File: src/rtl/vm_keypad_pkg.sv
// rtl/vm_keypad_pkg.sv - shared types, constants and decode helpers for the keypad scanner
package vm_keypad_pkg;

    typedef enum logic [1:0] {
        SCAN      = 2'd0,
        DEB_PRESS = 2'd1,
        EMIT      = 2'd2,
        WAIT_REL  = 2'd3
    } kp_state_e;

    localparam logic [3:0] COL_RESET  = 4'b1110;
    localparam logic [3:0] ROW_IDLE   = 4'b1111;
    localparam int         KEY_CODE_W = 4;

    // Position of the single low bit in an active-low one-hot vector.
    function automatic logic [1:0] low_index(input logic [3:0] v);
        logic [1:0] idx;
        case (v)
            4'b1101: idx = 2'd1;
            4'b1011: idx = 2'd2;
            4'b0111: idx = 2'd3;
            default: idx = 2'd0;
        endcase
        return idx;
    endfunction

    function automatic logic one_low(input logic [3:0] v);
        return (v == 4'b1110) || (v == 4'b1101) || (v == 4'b1011) || (v == 4'b0111);
    endfunction

endpackage

File: src/rtl/scan_tick_gen.sv
// rtl/scan_tick_gen.sv - free-running divider producing a one-clk tick every CLK_DIV clks
module scan_tick_gen #(
    parameter int CLK_DIV = 50000
) (
    input  logic clk,
    input  logic reset,
    output logic tick
);
    localparam int CW = $clog2(CLK_DIV);

    logic [CW-1:0] cnt_q;
    logic [CW-1:0] cnt_d;

    assign tick = (cnt_q == CW'(CLK_DIV - 1));

    always_comb begin
        cnt_d = tick ? '0 : cnt_q + 1'b1;
    end

    always_ff @(posedge clk or negedge reset) begin
        if (!reset) begin
            cnt_q <= '0;
        end else begin
            cnt_q <= cnt_d;
        end
    end

endmodule

File: src/rtl/keypad_scan_ctrl.sv
// rtl/keypad_scan_ctrl.sv - 4x4 keypad scanner with press/release debounce; KEYPAD_REPEAT_EN adds auto-repeat
module keypad_scan_ctrl
    import vm_keypad_pkg::*;
#(
    parameter int CLK_DIV        = 50000,
    parameter int DEBOUNCE_TICKS = 20
`ifdef KEYPAD_REPEAT_EN
    ,
    parameter int REPEAT_TICKS   = 500
`endif
) (
    input  logic                  clk,
    input  logic                  reset,
    input  logic [3:0]            row,
    output logic [3:0]            shift_col,
    output logic                  key_valid,
    output logic [KEY_CODE_W-1:0] key_code,
    output logic                  key_held
);
    localparam int               CNT_W    = $clog2(DEBOUNCE_TICKS + 1);
    localparam logic [CNT_W-1:0] DEB_LAST = CNT_W'(DEBOUNCE_TICKS - 1);

    logic                  tick;
    logic [3:0]            row_m_q, row_s_q;
    kp_state_e             state_q, state_d;
    logic [3:0]            col_q, col_d;
    logic [3:0]            lat_row_q, lat_row_d;
    logic [CNT_W-1:0]      cnt_q, cnt_d;
    logic [KEY_CODE_W-1:0] code_q, code_d;
    logic                  held_q, held_d;
    logic                  armed_q, armed_d;
    logic [3:0]            col_rot;
`ifdef KEYPAD_REPEAT_EN
    localparam int               REP_W    = $clog2(REPEAT_TICKS + 1);
    localparam logic [REP_W-1:0] REP_LAST = REP_W'(REPEAT_TICKS - 1);
    logic [REP_W-1:0]      rep_q, rep_d;
`endif

    scan_tick_gen #(.CLK_DIV(CLK_DIV)) u_tick (
        .clk   (clk),
        .reset (reset),
        .tick  (tick)
    );

    always_ff @(posedge clk or negedge reset) begin
        if (!reset) begin
            row_m_q <= ROW_IDLE;
            row_s_q <= ROW_IDLE;
        end else begin
            row_m_q <= row;
            row_s_q <= row_m_q;
        end
    end

    assign col_rot = {col_q[2:0], col_q[3]};

    always_ff @(posedge clk or negedge reset) begin
        if (!reset) begin
            state_q   <= SCAN;
            col_q     <= COL_RESET;
            lat_row_q <= ROW_IDLE;
            cnt_q     <= '0;
            code_q    <= '0;
            held_q    <= 1'b0;
            armed_q   <= 1'b0;
`ifdef KEYPAD_REPEAT_EN
            rep_q     <= '0;
`endif
        end else begin
            state_q   <= state_d;
            col_q     <= col_d;
            lat_row_q <= lat_row_d;
            cnt_q     <= cnt_d;
            code_q    <= code_d;
            held_q    <= held_d;
            armed_q   <= armed_d;
`ifdef KEYPAD_REPEAT_EN
            rep_q     <= rep_d;
`endif
        end
    end

    always_comb begin
        state_d   = state_q;
        col_d     = col_q;
        lat_row_d = lat_row_q;
        cnt_d     = cnt_q;
        code_d    = code_q;
        held_d    = held_q;
        armed_d   = armed_q;
`ifdef KEYPAD_REPEAT_EN
        rep_d     = rep_q;
`endif
        case (state_q)
            SCAN: begin
                if (tick) begin
                    if (row_s_q == ROW_IDLE) begin
                        col_d   = col_rot;
                        armed_d = 1'b1;
                    // A key already down when reset exits is not armed: it waits for release like a ghost.
                    end else if (armed_q && one_low(row_s_q)) begin
                        lat_row_d = row_s_q;
                        cnt_d     = CNT_W'(1);
                        if (DEBOUNCE_TICKS == 1) begin
                            state_d = EMIT;
                            code_d  = {low_index(col_q), low_index(row_s_q)};
                            held_d  = 1'b1;
`ifdef KEYPAD_REPEAT_EN
                            rep_d   = '0;
`endif
                        end else begin
                            state_d = DEB_PRESS;
                        end
                    end else begin
                        cnt_d   = '0;
                        state_d = WAIT_REL;
                    end
                end
            end
            DEB_PRESS: begin
                if (tick) begin
                    if (row_s_q == lat_row_q) begin
                        if (cnt_q == DEB_LAST) begin
                            state_d = EMIT;
                            code_d  = {low_index(col_q), low_index(lat_row_q)};
                            held_d  = 1'b1;
`ifdef KEYPAD_REPEAT_EN
                            rep_d   = '0;
`endif
                        end else begin
                            cnt_d = cnt_q + 1'b1;
                        end
                    end else begin
                        state_d = SCAN;
                        col_d   = col_rot;
                        cnt_d   = '0;
                    end
                end
            end
            EMIT: begin
                state_d = WAIT_REL;
                cnt_d   = '0;
            end
            WAIT_REL: begin
                if (tick) begin
                    if (row_s_q == ROW_IDLE) begin
                        if (cnt_q == DEB_LAST) begin
                            state_d = SCAN;
                            col_d   = col_rot;
                            held_d  = 1'b0;
                            armed_d = 1'b1;
                            cnt_d   = '0;
                        end else begin
                            cnt_d = cnt_q + 1'b1;
                        end
                    end else begin
                        cnt_d = '0;
                    end
`ifdef KEYPAD_REPEAT_EN
                    if (held_q && (row_s_q == lat_row_q)) begin
                        if (rep_q == REP_LAST) begin
                            rep_d   = '0;
                            state_d = EMIT;
                        end else begin
                            rep_d = rep_q + 1'b1;
                        end
                    end else begin
                        rep_d = '0;
                    end
`endif
                end
            end
            default: state_d = SCAN;
        endcase
    end

    always_comb begin
        shift_col = col_q;
        key_valid = (state_q == EMIT);
        key_code  = code_q;
        key_held  = held_q;
    end

endmodule

File: config.mk
export PLATFORM = sky130hd
export DESIGN_NAME = keypad_scan_ctrl
export DESIGN_NICKNAME = d
export VERILOG_FILES = /design/src/rtl/vm_keypad_pkg.sv /design/src/rtl/scan_tick_gen.sv /design/src/rtl/keypad_scan_ctrl.sv
export SDC_FILE = /design/constraint.sdc
export NUM_CORES = 1
export LEC_CHECK = 0
export CAP_MARGIN = 30
export CORE_ASPECT_RATIO = 0.9
export CORE_UTILIZATION = 30
export CTS_BUF_LIST = sky130_fd_sc_hd__clkbuf_2 sky130_fd_sc_hd__clkbuf_4 sky130_fd_sc_hd__clkbuf_8
export DETAILED_ROUTE_END_ITERATION = 8
export GPL_ROUTABILITY_DRIVEN = 0
export PLACE_DENSITY_LB_ADDON = 0.05
export SLEW_MARGIN = 40
export SYNTH_ARGS = -nofsm -noshare
export SYNTH_HDL_FRONTEND = slang
export SYNTH_SLANG_ARGS = --single-unit
File: constraint.sdc
create_clock -name clk -period 1.7 [get_ports clk]
set_input_delay 0.425 -clock clk [delete_from_list [all_inputs] [get_ports clk]]
set_output_delay 0.425 -clock clk [all_outputs]
set_load 0.01 [all_outputs]
==> impl_metrics.env, run 1 <==
export IMPL_synth_top_family_by_area="simple AND/OR/NAND/NOR gates"
export IMPL_synth_compound_area_share_pct=9.20
export IMPL_dp_final_hpwl_um=3770
export IMPL_fin_worst_skew_ns=0.00632
export IMPL_critical_path_class="reg -> reg"
export IMPL_critPathLaunch="row_s_q[2]"
export IMPL_ys_seq_area_share_pct=51.3
export IMPL_fmax_ghz=0.564
export IMPL_viasPerCell=4.62
export IMPL_violations="negative setup slack"
export IMPL_irDropWorstVdd_mv=0.340
export IMPL_row_count=29
export IMPL_nFillCells=689
export IMPL_routed_wirelength_um=5290
export IMPL_synth_xor_area_share_pct=8.64
export IMPL_cts_buffer_depth=2
export IMPL_synth_top_cell_by_area="dfrtp_1"
export IMPL_rsz0062_at_grt="yes"
export IMPL_slew_headroom_pct=68.7
export IMPL_cts_tree="done"
export IMPL_synth_nets=205
export IMPL_synth_area_leaders="dfrtp_1, dfstp_2, xor2_1"
export IMPL_cp_arrival_ns=1.96
export IMPL_hold_buffers=0
export IMPL_maxSlewViolCount=0
export IMPL_wire_per_inst_um=13.8
export IMPL_wl_met2_um=2400
export IMPL_top_layer="met4"
export IMPL_initialDrtViolationCount=29
export IMPL_die_height_um=83.8
export IMPL_status="finished, violations left"
export IMPL_syn_avg_cell_area_um2=11.3
export IMPL_preCtsSetupSlack_ns=-0.187
export IMPL_critPathLaunchType="register"
export IMPL_worst_slack_ns=-0.0746
export IMPL_holdWs_ns=0.0611
export IMPL_final_cells=383
export IMPL_dieArea_um2=7780
export IMPL_coreArea_um2=7110
export IMPL_cp_data_required_time_ns=1.89
export IMPL_final_cell_area_um2=3350
export IMPL_hold_path_class="in -> async"
export IMPL_antenna_found_initial=0
export IMPL_synth_edf_count=0
export IMPL_clk_latency_ns=0.30
export IMPL_wl_met3_um=119
export IMPL_ys_ff_latch=45
export IMPL_power_leakage_nw=1.62
export IMPL_synth_cells=197
export IMPL_vias=1769
export IMPL_syn_to_final_growth_pct=50.4
export IMPL_powerDensity_nw_per_um2=565
export IMPL_synthAdderAreaFrac_pct=1.12
export IMPL_start_util_pct=31.4
export IMPL_cts_root_buf="clkbuf_8"
export IMPL_firstDrtPassIters=4
export IMPL_yosys_area_share_simple_pct=21.2
export IMPL_io_buffers=15
export IMPL_ant_nets=0
export IMPL_grt_usage_pct=15.0
export IMPL_grt_first_pass_wirelength_um=9030
export IMPL_place_inst=355
export IMPL_final_setup_viol_count=9
export IMPL_antenna_cells=0
export IMPL_nets=297
export IMPL_cap_violations=0
export IMPL_synth_area_mux_share_pct=4.94
export IMPL_synth_top_area_share_pct=33.7
export IMPL_worstReg2RegStart="row_s_q[2]"
export IMPL_period_share_pct=104
export IMPL_htree_num_levels=2
export IMPL_cts_buffers=5
export IMPL_grt_ovfl_total=0
export IMPL_slowest_delay_ns=0.63
export IMPL_synth_ff_type="dfrtp_1"
export IMPL_path_cells="xnor2_4 > nand4_4 > nor2b_4 > o21a_4 > mux2_4"
export IMPL_tightest_slew_ns=0.469
export IMPL_timing_critical_path_to_type="register"
export IMPL_async_flop_share_pct=100
export IMPL_slowest_stage="dfstp_2"
export IMPL_r2r_cells=5
export IMPL_fin_crit_ns=1.77
export IMPL_yosysWarningCount=0
export IMPL_die_w_um=92.9
export IMPL_grt_pass1_vias=1867
export IMPL_hold_viol=0
export IMPL_met1Wirelength_um=2700
export IMPL_clkSinkCount=45
export IMPL_grt_max_degree=28
export IMPL_syn_area_um2=2230
export IMPL_ys_types=46
export IMPL_placed_area_um2=2910
export IMPL_path_max_fanout=5
export IMPL_drc_errors=0
export IMPL_clk_pin_slew_ns=0.09
export IMPL_io_pins=16
export IMPL_layout_drive_gt1_share_pct=49.0
## metrics by stage
step / util, % / power (mW) / setup TNS, ns
floorplan: - / 1.13 / 0
global placement: 40.9 / 1.18 / -0.710
detailed placement: 40.9 / 1.18 / -0.893
CTS: 44.2 / 1.93 / -0.217
global route: 47.2 / 2.00 / -1.90
finish: 47.2 / 1.90 / -0.330
## area by class of cell
| cell class | count | area (µm²) | area share, % |
|---|---|---|---|
| Clock inverter | 2 | 15.0 | 0.448 |
| Timing Repair Buffer | 90 | 753 | 22.5 |
| Sequential cell | 45 | 1140 | 34.1 |
| Inverter | 11 | 41.3 | 1.23 |
| Multi-Input combinational cell | 136 | 1200 | 35.8 |
| Clock buffer | 6 | 82.6 | 2.46 |
| Tap cell | 93 | 116 | 3.47 |
## cell usage after synthesis, types with 2 or more instances
library cell  count
xnor2_1           8
and4bb_2          2
mux2_1            4
mux2i_1           2
ha_1              2
o22ai_1           2
o21ai_0          10
nand4b_1          2
and3_1            3
nand4_1           6
and4_1            2
xor2_1           14
nor2_1           14
a211oi_1          2
inv_1            11
o21bai_1          2
nand2_1          14
buf_6             2
mux2_2            4
nor3_1            2
a31oi_1           3
dfrtp_1          30
a32oi_1           3
nor4_1            2
nand3_1          13
buf_2             3
dfstp_2          15
and2_1            2
## per-layer routing
layer / vias to the layer above / GRT usage [%]
li1: 884 / -
met1: 858 / 21.2
met4: 0 / 5.03
met2: 19 / 23.1
met3: 8 / 2.91
met5: - / 0
## critical path, delay by kind of cell (launching register included)
family           cells  cell delay, ns
AO/OA/AOI/OAI        1            0.24
XOR/XNOR             1            0.15
flip-flops           1            0.63
multiplexers         1            0.29
AND/OR/NAND/NOR      2            0.35
## final timing paths
check	endpoint	slack (ns)
hold reg to reg	row_s_q[1]	0.36
setup reg to reg	shift_col[0]	-0.07
max in group asynchronous	shift_col[1]	1.05
min in group clk	row_s_q[1]	0.36
hold / removal	key_code[1]	0.06
setup / recovery	shift_col[0]	-0.07
## what timing repair did
action	in CTS	in global routing
buffers inserted	9	11
pin swaps	6	16
endpoints found under the setup margin	25	24
hold endpoints to repair	0	0
resized for setup	19	33
## placed cells by master, fill, tap and decap left out, types with 3 or more instances in the layout
cell type / n
xor2_1: 14
dlygate4sd2_1: 4
xnor2_2: 3
nand2_1: 10
mux2_4: 4
nor2_1: 13
dfrtp_1: 30
mux2_2: 4
xnor2_1: 4
nand3_1: 13
a32oi_1: 3
dfstp_2: 15
clkdlybuf4s50_1: 7
buf_6: 6
o21ai_1: 6
inv_1: 11
nand4_1: 6
dlymetal6s2s_1: 3
nand2_4: 3
buf_4: 67
clkbuf_8: 6
## where the power goes
group	switching [mW]	leakage [nW]	internal, mW	total, mW
combinational	0.0394	1.01	0.0355	0.0749
clock	0.385	0.0521	0.336	0.721
sequential	0.0110	0.561	1.09	1.10
total	0.435	1.62	1.46	1.90
## registers in the layout, indices dropped and copies added, names as in the netlist
register,flops
state_q,2
row_s_q,4
key_held,1
armed_q,1
u_tick.cnt_q,16
row_m_q,4
key_code,4
shift_col,4
lat_row_q,4
cnt_q,5
## kinds of logic after synthesis
kind of cell / after synthesis
compound gates: 28
xor+xnor: 22
fa+ha+maj: 2
buf+inv: 16
flops: 45
mux: 10
simple gates: 74
No activity file was read; power rests on OpenSTA's default activity.
==> inputs of run 2 (changes only) <==
--- a/config.mk
+++ b/config.mk
@@ -10,9 +10,9 @@
 export CORE_UTILIZATION = 30
 export CTS_BUF_LIST = sky130_fd_sc_hd__clkbuf_2 sky130_fd_sc_hd__clkbuf_4 sky130_fd_sc_hd__clkbuf_8
 export DETAILED_ROUTE_END_ITERATION = 8
-export GPL_ROUTABILITY_DRIVEN = 0
+export GPL_ROUTABILITY_DRIVEN = 1
 export PLACE_DENSITY_LB_ADDON = 0.05
-export SLEW_MARGIN = 40
 export SYNTH_ARGS = -nofsm -noshare
 export SYNTH_HDL_FRONTEND = slang
 export SYNTH_SLANG_ARGS = --single-unit
+export TNS_END_PERCENT = 100
==> results of run 2 <==
Final layout, timing and power as in run 1 (identical DEF).
